`config.mk`:
```
export PLATFORM = sky130hd
export DESIGN_NAME = bios_host
export DESIGN_NICKNAME = d
export VERILOG_FILES = /design/src/rtl/bios_pkg.sv /design/src/rtl/bios_host.sv
export SDC_FILE = /design/constraint.sdc
export NUM_CORES = 1
export LEC_CHECK = 0
export ABC_AREA = 1
export CAP_MARGIN = 10
export CELL_PAD_IN_SITES_DETAIL_PLACEMENT = 1
export CELL_PAD_IN_SITES_GLOBAL_PLACEMENT = 1
export CORE_UTILIZATION = 49
export DETAILED_ROUTE_END_ITERATION = 8
export DONT_BUFFER_PORTS = 1
export PLACE_DENSITY_LB_ADDON = 0.25
export SETUP_SLACK_MARGIN = 0.05
export SLEW_MARGIN = 5
export SYNTH_ARGS = -nofsm -noshare
export SYNTH_HDL_FRONTEND = slang
export SYNTH_SLANG_ARGS = --single-unit
```
`constraint.sdc`:
```
create_clock -name clk -period 6.1 [get_ports clk]
set_input_delay 1.22 -clock clk [delete_from_list [all_inputs] [get_ports clk]]
set_output_delay 1.22 -clock clk [all_outputs]
set_load 0.02 [all_outputs]
```
`src/rtl/bios_pkg.sv`:
```
// Shared BIOS byte-protocol types: wire opcodes, host request ops and host FSM states.
package bios_pkg;

  typedef enum logic [7:0] {
    BOP_NOP     = 8'h00,
    BOP_BOOT    = 8'h01,
    BOP_RST     = 8'h02,
    BOP_READ    = 8'h03,
    BOP_WRITE   = 8'h04,
    BOP_ADDR_LO = 8'h05,
    BOP_ADDR_HI = 8'h06
  } bios_opcode_t;

  typedef enum logic [2:0] {
    HOP_NOP   = 3'd0,
    HOP_BOOT  = 3'd1,
    HOP_RST   = 3'd2,
    HOP_READ  = 3'd3,
    HOP_WRITE = 3'd4
  } host_op_t;

  typedef logic [3:0] bios_host_state_t;

  localparam bios_host_state_t S_IDLE     = 4'd0;
  localparam bios_host_state_t S_LO_OP    = 4'd1;
  localparam bios_host_state_t S_LO_A     = 4'd2;
  localparam bios_host_state_t S_LO_B     = 4'd3;
  localparam bios_host_state_t S_HI_OP    = 4'd4;
  localparam bios_host_state_t S_HI_A     = 4'd5;
  localparam bios_host_state_t S_HI_B     = 4'd6;
  localparam bios_host_state_t S_CMD_OP   = 4'd7;
  localparam bios_host_state_t S_CMD_ARG  = 4'd8;
  localparam bios_host_state_t S_WAIT_RSP = 4'd9;
  localparam bios_host_state_t S_RSP      = 4'd10;

  function automatic bios_opcode_t host_opcode(host_op_t op);
    case (op)
      HOP_BOOT:  return BOP_BOOT;
      HOP_RST:   return BOP_RST;
      HOP_READ:  return BOP_READ;
      HOP_WRITE: return BOP_WRITE;
      default:   return BOP_NOP;
    endcase
  endfunction

endpackage

```
`src/rtl/bios_host.sv`:
```
// BIOS host initiator: serialises host requests into BIOS command bytes, caching the
// last sent address so unchanged halves are skipped, and collects READ responses.
module bios_host
  import bios_pkg::*;
#(
  parameter int ADDR_WIDTH     = 31,
  parameter int TIMEOUT_CYCLES = 65535
) (
  input  logic                  clk,
  input  logic                  rst,
  input  logic                  clk_en,
  input  logic                  i_cmd_valid,
  output logic                  o_cmd_ready,
  input  logic [2:0]            i_cmd_op,
  input  logic [ADDR_WIDTH:0]   i_cmd_addr,
  input  logic [7:0]            i_cmd_data,
  output logic                  o_rsp_valid,
  input  logic                  i_rsp_ready,
  output logic [7:0]            o_rsp_data,
  output logic                  o_rsp_timeout,
  output logic [7:0]            o_data,
  output logic                  o_valid,
  input  logic                  i_out_ready,
  input  logic [7:0]            i_data,
  input  logic                  i_valid,
  output logic                  o_in_ready
);

  localparam int CW = $clog2(TIMEOUT_CYCLES + 1);

  bios_host_state_t    state_q, state_d;
  host_op_t            op_q, op_d;
  logic [ADDR_WIDTH:0] addr_q, addr_d;
  logic [7:0]          wdata_q, wdata_d;
  logic [ADDR_WIDTH:0] cache_q, cache_d;
  logic                cvld_q, cvld_d;
  logic [CW-1:0]       cnt_q, cnt_d;
  logic                rsp_valid_q, rsp_valid_d;
  logic [7:0]          rsp_data_q, rsp_data_d;
  logic                rsp_to_q, rsp_to_d;
  logic [7:0]          odata_q, odata_d;
  logic                ovalid_q, ovalid_d;

  logic capture, out_hs, in_hs, lo_need, hi_need, addr_op;

  assign o_cmd_ready   = (state_q == S_IDLE);
  assign o_in_ready    = (state_q == S_IDLE) || (state_q == S_WAIT_RSP);
  assign o_valid       = ovalid_q;
  assign o_data        = odata_q;
  assign o_rsp_valid   = rsp_valid_q;
  assign o_rsp_data    = rsp_data_q;
  assign o_rsp_timeout = rsp_to_q;

  assign capture = clk_en && i_cmd_valid && (state_q == S_IDLE);
  assign out_hs  = clk_en && ovalid_q && i_out_ready;
  assign in_hs   = clk_en && i_valid && o_in_ready;

  always_comb begin
    op_d    = op_q;
    addr_d  = addr_q;
    wdata_d = wdata_q;
    if (capture) begin
      op_d    = (i_cmd_op > 3'd4) ? HOP_NOP : host_op_t'(i_cmd_op);
      addr_d  = i_cmd_addr;
      wdata_d = i_cmd_data;
    end
  end

  // Cache never changes mid-sequence, so the need flags hold for the whole command.
  assign lo_need = !cvld_q || (addr_d[15:0]  != cache_q[15:0]);
  assign hi_need = !cvld_q || (addr_d[31:16] != cache_q[31:16]);
  assign addr_op = (op_d == HOP_READ) || (op_d == HOP_WRITE);

  always_comb begin
    state_d     = state_q;
    cache_d     = cache_q;
    cvld_d      = cvld_q;
    cnt_d       = cnt_q;
    rsp_valid_d = rsp_valid_q;
    rsp_data_d  = rsp_data_q;
    rsp_to_d    = rsp_to_q;
    case (state_q)
      S_IDLE: if (capture) begin
        if (addr_op) state_d = lo_need ? S_LO_OP : (hi_need ? S_HI_OP : S_CMD_OP);
        else         state_d = S_CMD_OP;
      end
      S_LO_OP: if (out_hs) state_d = S_LO_A;
      S_LO_A:  if (out_hs) state_d = S_LO_B;
      S_LO_B:  if (out_hs) state_d = hi_need ? S_HI_OP : S_CMD_OP;
      S_HI_OP: if (out_hs) state_d = S_HI_A;
      S_HI_A:  if (out_hs) state_d = S_HI_B;
      S_HI_B:  if (out_hs) state_d = S_CMD_OP;
      S_CMD_OP: if (out_hs) begin
        case (op_q)
          HOP_READ: begin
            state_d = S_WAIT_RSP;
            cache_d = addr_q;
            cvld_d  = 1'b1;
          end
          HOP_WRITE: begin
            state_d = S_CMD_ARG;
            cache_d = addr_q;
            cvld_d  = 1'b1;
          end
          HOP_BOOT, HOP_RST: begin
            state_d = S_IDLE;
            cvld_d  = 1'b0;
          end
          default: state_d = S_IDLE;
        endcase
      end
      S_CMD_ARG: if (out_hs) state_d = S_IDLE;
      S_WAIT_RSP: begin
        if (in_hs) begin
          state_d     = S_RSP;
          rsp_valid_d = 1'b1;
          rsp_data_d  = i_data;
          rsp_to_d    = 1'b0;
          cnt_d       = '0;
        end else if (clk_en) begin
          if (cnt_q == CW'(TIMEOUT_CYCLES - 1)) begin
            state_d     = S_RSP;
            rsp_valid_d = 1'b1;
            rsp_data_d  = 8'h00;
            rsp_to_d    = 1'b1;
            cvld_d      = 1'b0;
            cnt_d       = '0;
          end else begin
            cnt_d = cnt_q + CW'(1);
          end
        end
      end
      S_RSP: if (clk_en && i_rsp_ready) begin
        state_d     = S_IDLE;
        rsp_valid_d = 1'b0;
        cnt_d       = '0;
      end
      default: state_d = S_IDLE;
    endcase
  end

  // Output byte is registered from the next state so o_valid never sees i_out_ready.
  always_comb begin
    odata_d  = 8'h00;
    ovalid_d = 1'b1;
    case (state_d)
      S_LO_OP:   odata_d = BOP_ADDR_LO;
      S_LO_A:    odata_d = addr_d[7:0];
      S_LO_B:    odata_d = addr_d[15:8];
      S_HI_OP:   odata_d = BOP_ADDR_HI;
      S_HI_A:    odata_d = addr_d[23:16];
      S_HI_B:    odata_d = addr_d[31:24];
      S_CMD_OP:  odata_d = host_opcode(op_d);
      S_CMD_ARG: odata_d = wdata_d;
      default:   ovalid_d = 1'b0;
    endcase
  end

  always_ff @(posedge clk) begin
    if (rst) begin
      state_q     <= S_IDLE;
      op_q        <= HOP_NOP;
      addr_q      <= '0;
      wdata_q     <= 8'h00;
      cache_q     <= '0;
      cvld_q      <= 1'b0;
      cnt_q       <= '0;
      rsp_valid_q <= 1'b0;
      rsp_data_q  <= 8'h00;
      rsp_to_q    <= 1'b0;
      odata_q     <= 8'h00;
      ovalid_q    <= 1'b0;
    end else begin
      state_q     <= state_d;
      op_q        <= op_d;
      addr_q      <= addr_d;
      wdata_q     <= wdata_d;
      cache_q     <= cache_d;
      cvld_q      <= cvld_d;
      cnt_q       <= cnt_d;
      rsp_valid_q <= rsp_valid_d;
      rsp_data_q  <= rsp_data_d;
      rsp_to_q    <= rsp_to_d;
      odata_q     <= odata_d;
      ovalid_q    <= ovalid_d;
    end
  end

endmodule

```
==> impl_metrics.py <==
metrics = {
    "outcome": {
        "outcome": "finished clean",
    },
    "layout": {
        "instances_no_fill": 1120,
        "layout-drive-gt1-share_pct": 10.71,
        "antennaDiodeCount": 0,
        "nFillCells": 1685,
        "regArea_sq_um": 2302,
        "num-nets-final": 999,
        "multiInputGateArea_sq_um": 3211,
        "syn_to_final_growth_pct": 9.663,
    },
    "timing": {
        "finalHoldViolCount": 0,
        "slew_headroom_pct": 36.57,
        "slew_violations": 0,
        "rsz0062_at_grt": "false",
        "min_period_over_period_pct": 68.00,
        "skew_ns": 0.007809,
        "fin_tns_setup_ns": 0,
        "worst_pin_slew_ns": 0.9515,
        "timing.hold.ws_ns": 0.4707,
        "fin_crit_ns": 4.148,
        "max_freq_mhz": 241.1,
        "setup_viol": 0,
    },
    "yosys": {
        "ys_warn_count": 0,
        "synthCells": 952,
        "syn-num-nets": 1012,
        "yosysSeqAreaShare_pct": 36.73,
        "synth_top_family_by_area": "simple AND/OR/NAND/NOR gates",
        "syn-cell-area_sq_um": 6267,
        "synth_xor_area_share_pct": 0.2795,
        "synth.mux.area_fraction_pct": 0,
        "synth_fa_ha_area_share_pct": 0.3993,
        "synth-compound-area-share_pct": 14.19,
        "synth_simple_gate_area_share_pct": 36.35,
        "synth-seq-cells": 115,
        "ys_types": 40,
        "syn_area_per_cell_sq_um": 6.583,
    },
    "global_route": {
        "grt_pass1_wl_mm": 31.59,
        "track_usage_pct": 31.49,
        "grt_overflow": 0,
        "grt_max_degree": 74,
        "antenna_found_initial": 0,
        "first_global_vias": 6376,
    },
    "drt": {
        "num_vias": 6193,
        "drtIter0Drc": 371,
        "vias_per_cell": 5.529,
        "wl_mm": 19.44,
        "dr.pass1.iters": 4,
        "wl_per_cell_um": 17.36,
        "drc": 0,
        "antenna_left": 0,
    },
    "clock_network": {
        "cts_made_buffers": 17,
        "clk_latency_ns": 0.43,
        "cts_root_buf": "clkbuf_16",
        "cts_setup_buffers": 0,
        "cts-resized-gates": 0,
        "hold_buffers": 0,
        "cts_sinks": 115,
        "h-tree-depth": 4,
        "clk_pin_slew_ns": 0.05,
        "clk_path_buf_depth": 2,
        "cts_tree": "built",
    },
    "run": {
        "maxCapViolCount": 0,
    },
    "setup_path": {
        "cp-start-kind": "input port",
        "crit_path_max_incr_delay_ns": 0.68,
        "criticalPathCategory": "in -> reg",
        "end_kind": "flip-flop",
        "worstPathRequired_ns": 6.47,
        "crit_top_cell": "nand2_1",
        "crit_slowest_cell": "nand3_4",
        "worst-path-max-fanout": 73,
        "crit_arrival_ns": 4.52,
        "crit_chain": "nand2_4, clkinv_4, nand3_4, o21ai_1, nand2_1, nand2_1, nand2_1, nor2_2, nand3_2, nand2_2, nand3_1, nand2_1, nand2_2, nor2_4, nand2_1, o21ai_1, nor2_1, nor2_1",
    },
    "floorplan": {
        "die_h_um": 115.1,
        "die_w_um": 115.1,
        "ioPinCount": 79,
        "die-area_sq_um": 13250,
        "core_area_sq_um": 12260,
        "start_util_pct": 51.11,
        "rows": 40,
    },
    "hold_path": {
        "holdCritPathClass": "reg -> reg",
    },
    "power": {
        "clkPwrFrac_pct": 44.7,
        "power.density_nw_per_um2": 322.2,
        "p_leak_nw": 3.025,
        "p_seq_share_pct": 37.1,
        "p_switching_mw": 0.6832,
        "p_total_mw": 2.214,
        "power.internal_mw": 1.531,
        "swShare_pct": 30.85,
        "p_comb_share_pct": 18.2,
        "max-vdd-ir-drop_mv": 0.1985,
    },
    "placed_design": {
        "portBuffers": 0,
        "numPlacedInstances": 1088,
        "gp_congestion": 0.8812,
        "dp_hpwl_mm": 13.55,
    },
}
[critical path, delay by kind of cell]
kind                   cells  cell delay [ns]
AOI/OAI and AO/OA          2             0.76
and+or+nand+nor           15             2.43
buffers and inverters      1             0.08
[layer usage]
metal / GRT usage [%] / wire [um] / share of wire [%] / vias to the layer above
li1: - / - / - / 2998
met1: 37.52 / 8344 / 43 / 3006
met2: 53.13 / 9394 / 48 / 146
met3: 8.382 / 1163 / 6.0 / 43
met4: 14.20 / 536 / 2.8 / 0
met5: 0 / 0 / 0 / -
[through the flow]
stage	worst slack, ns	area, sq um	util, %
after global routing	1.718	6873	56.05
after floorplan	2.929	6267	-
after CTS	2.029	6873	56.05
after detailed placement	1.688	6291	51.31
after global placement	1.806	6291	51.31
final	1.952	6873	56.05
[cell usage in the layout, fill, tap and decap left out, types with 10 or more instances in the layout]
| cell type | n |
|---|---|
| inv_1 | 135 |
| nand2_2 | 18 |
| nor2_1 | 97 |
| o21ai_0 | 49 |
| nand3_1 | 56 |
| nand2_1 | 248 |
| or2_2 | 10 |
| nor3_1 | 12 |
| a21oi_1 | 72 |
| o21ai_1 | 11 |
| o21ai_2 | 11 |
| clkbuf_16 | 17 |
| nand4_1 | 23 |
| dfxtp_1 | 115 |
[final timing paths]
kind              startpoint        end  slack (ns)  cells past startpoint
setup / recovery      clk_en  o_data[7]        1.95                     18
hold / removal     cnt_q[14]  cnt_q[14]        0.47                      2
setup reg to reg  state_q[0]  o_data[7]        2.16                     17
hold reg to reg    cnt_q[14]  cnt_q[14]        0.47                      2
[cell usage after synthesis, drive strengths merged]
library cell	n	share of area [%]
a211oi	6	0.72
a21boi	1	0.12
a21oi	73	6.0
a221oi	1	0.14
a41oi	1	0.14
buf	15	2.1
clkbuf	19	1.1
clkinv	2	0.20
dfxtp	115	37
ha	2	0.40
inv	144	8.6
nand2	269	17
nand3	60	5.4
nand3b	2	0.24
nand4	23	2.3
nor2	111	8.6
nor3	12	0.96
nor3b	3	0.36
nor4	4	0.40
o211ai	1	0.12
o21a	1	0.12
o21ai	71	6.3
o31ai	3	0.36
o41ai	1	0.14
or2	10	1.0
xor2	2	0.28
[power by group through the flow]
stage	Clock (mW)	Combinational [mW]	Sequential [mW]
3_5_place_dp	0	0.392	0.837
4_1_cts	0.994	0.400	0.821
5_1_grt	1.03	0.446	0.825
3_3_place_gp	0	0.375	0.833
2_1_floorplan	0	0.328	0.828
6_report	0.989	0.404	0.821
[cells by family after synthesis]
logic type	after synthesis
AOI/OAI and AO/OA	159
xor gates and xnor gates	2
adders and majority gates	2
buffers and inverters	180
DFF	115
and+or+nand+nor	494
[flip-flops by register name (all words and copies together), names as in the netlist]
| register | flops |
|---|---|
| state_q | 4 |
| o_rsp_valid | 1 |
| o_rsp_data | 8 |
| o_rsp_timeout | 1 |
| cache_q | 32 |
| cnt_q | 16 |
| cvld_q | 1 |
| op_q | 3 |
| wdata_q | 8 |
| o_valid | 1 |
| o_data | 8 |
| addr_q | 32 |
[cell type report]
class                   instances  share of cell area (%)
clock buffers                  23                   6.954
clock inverters                 9                   1.511
inverters                     146                   8.047
multi-input cells             657                   46.71
flip-flops and latches        115                   33.50
well taps                     168                   3.058
repair buffers                  2                  0.2185
No activity file was read; power rests on OpenSTA's default activity.
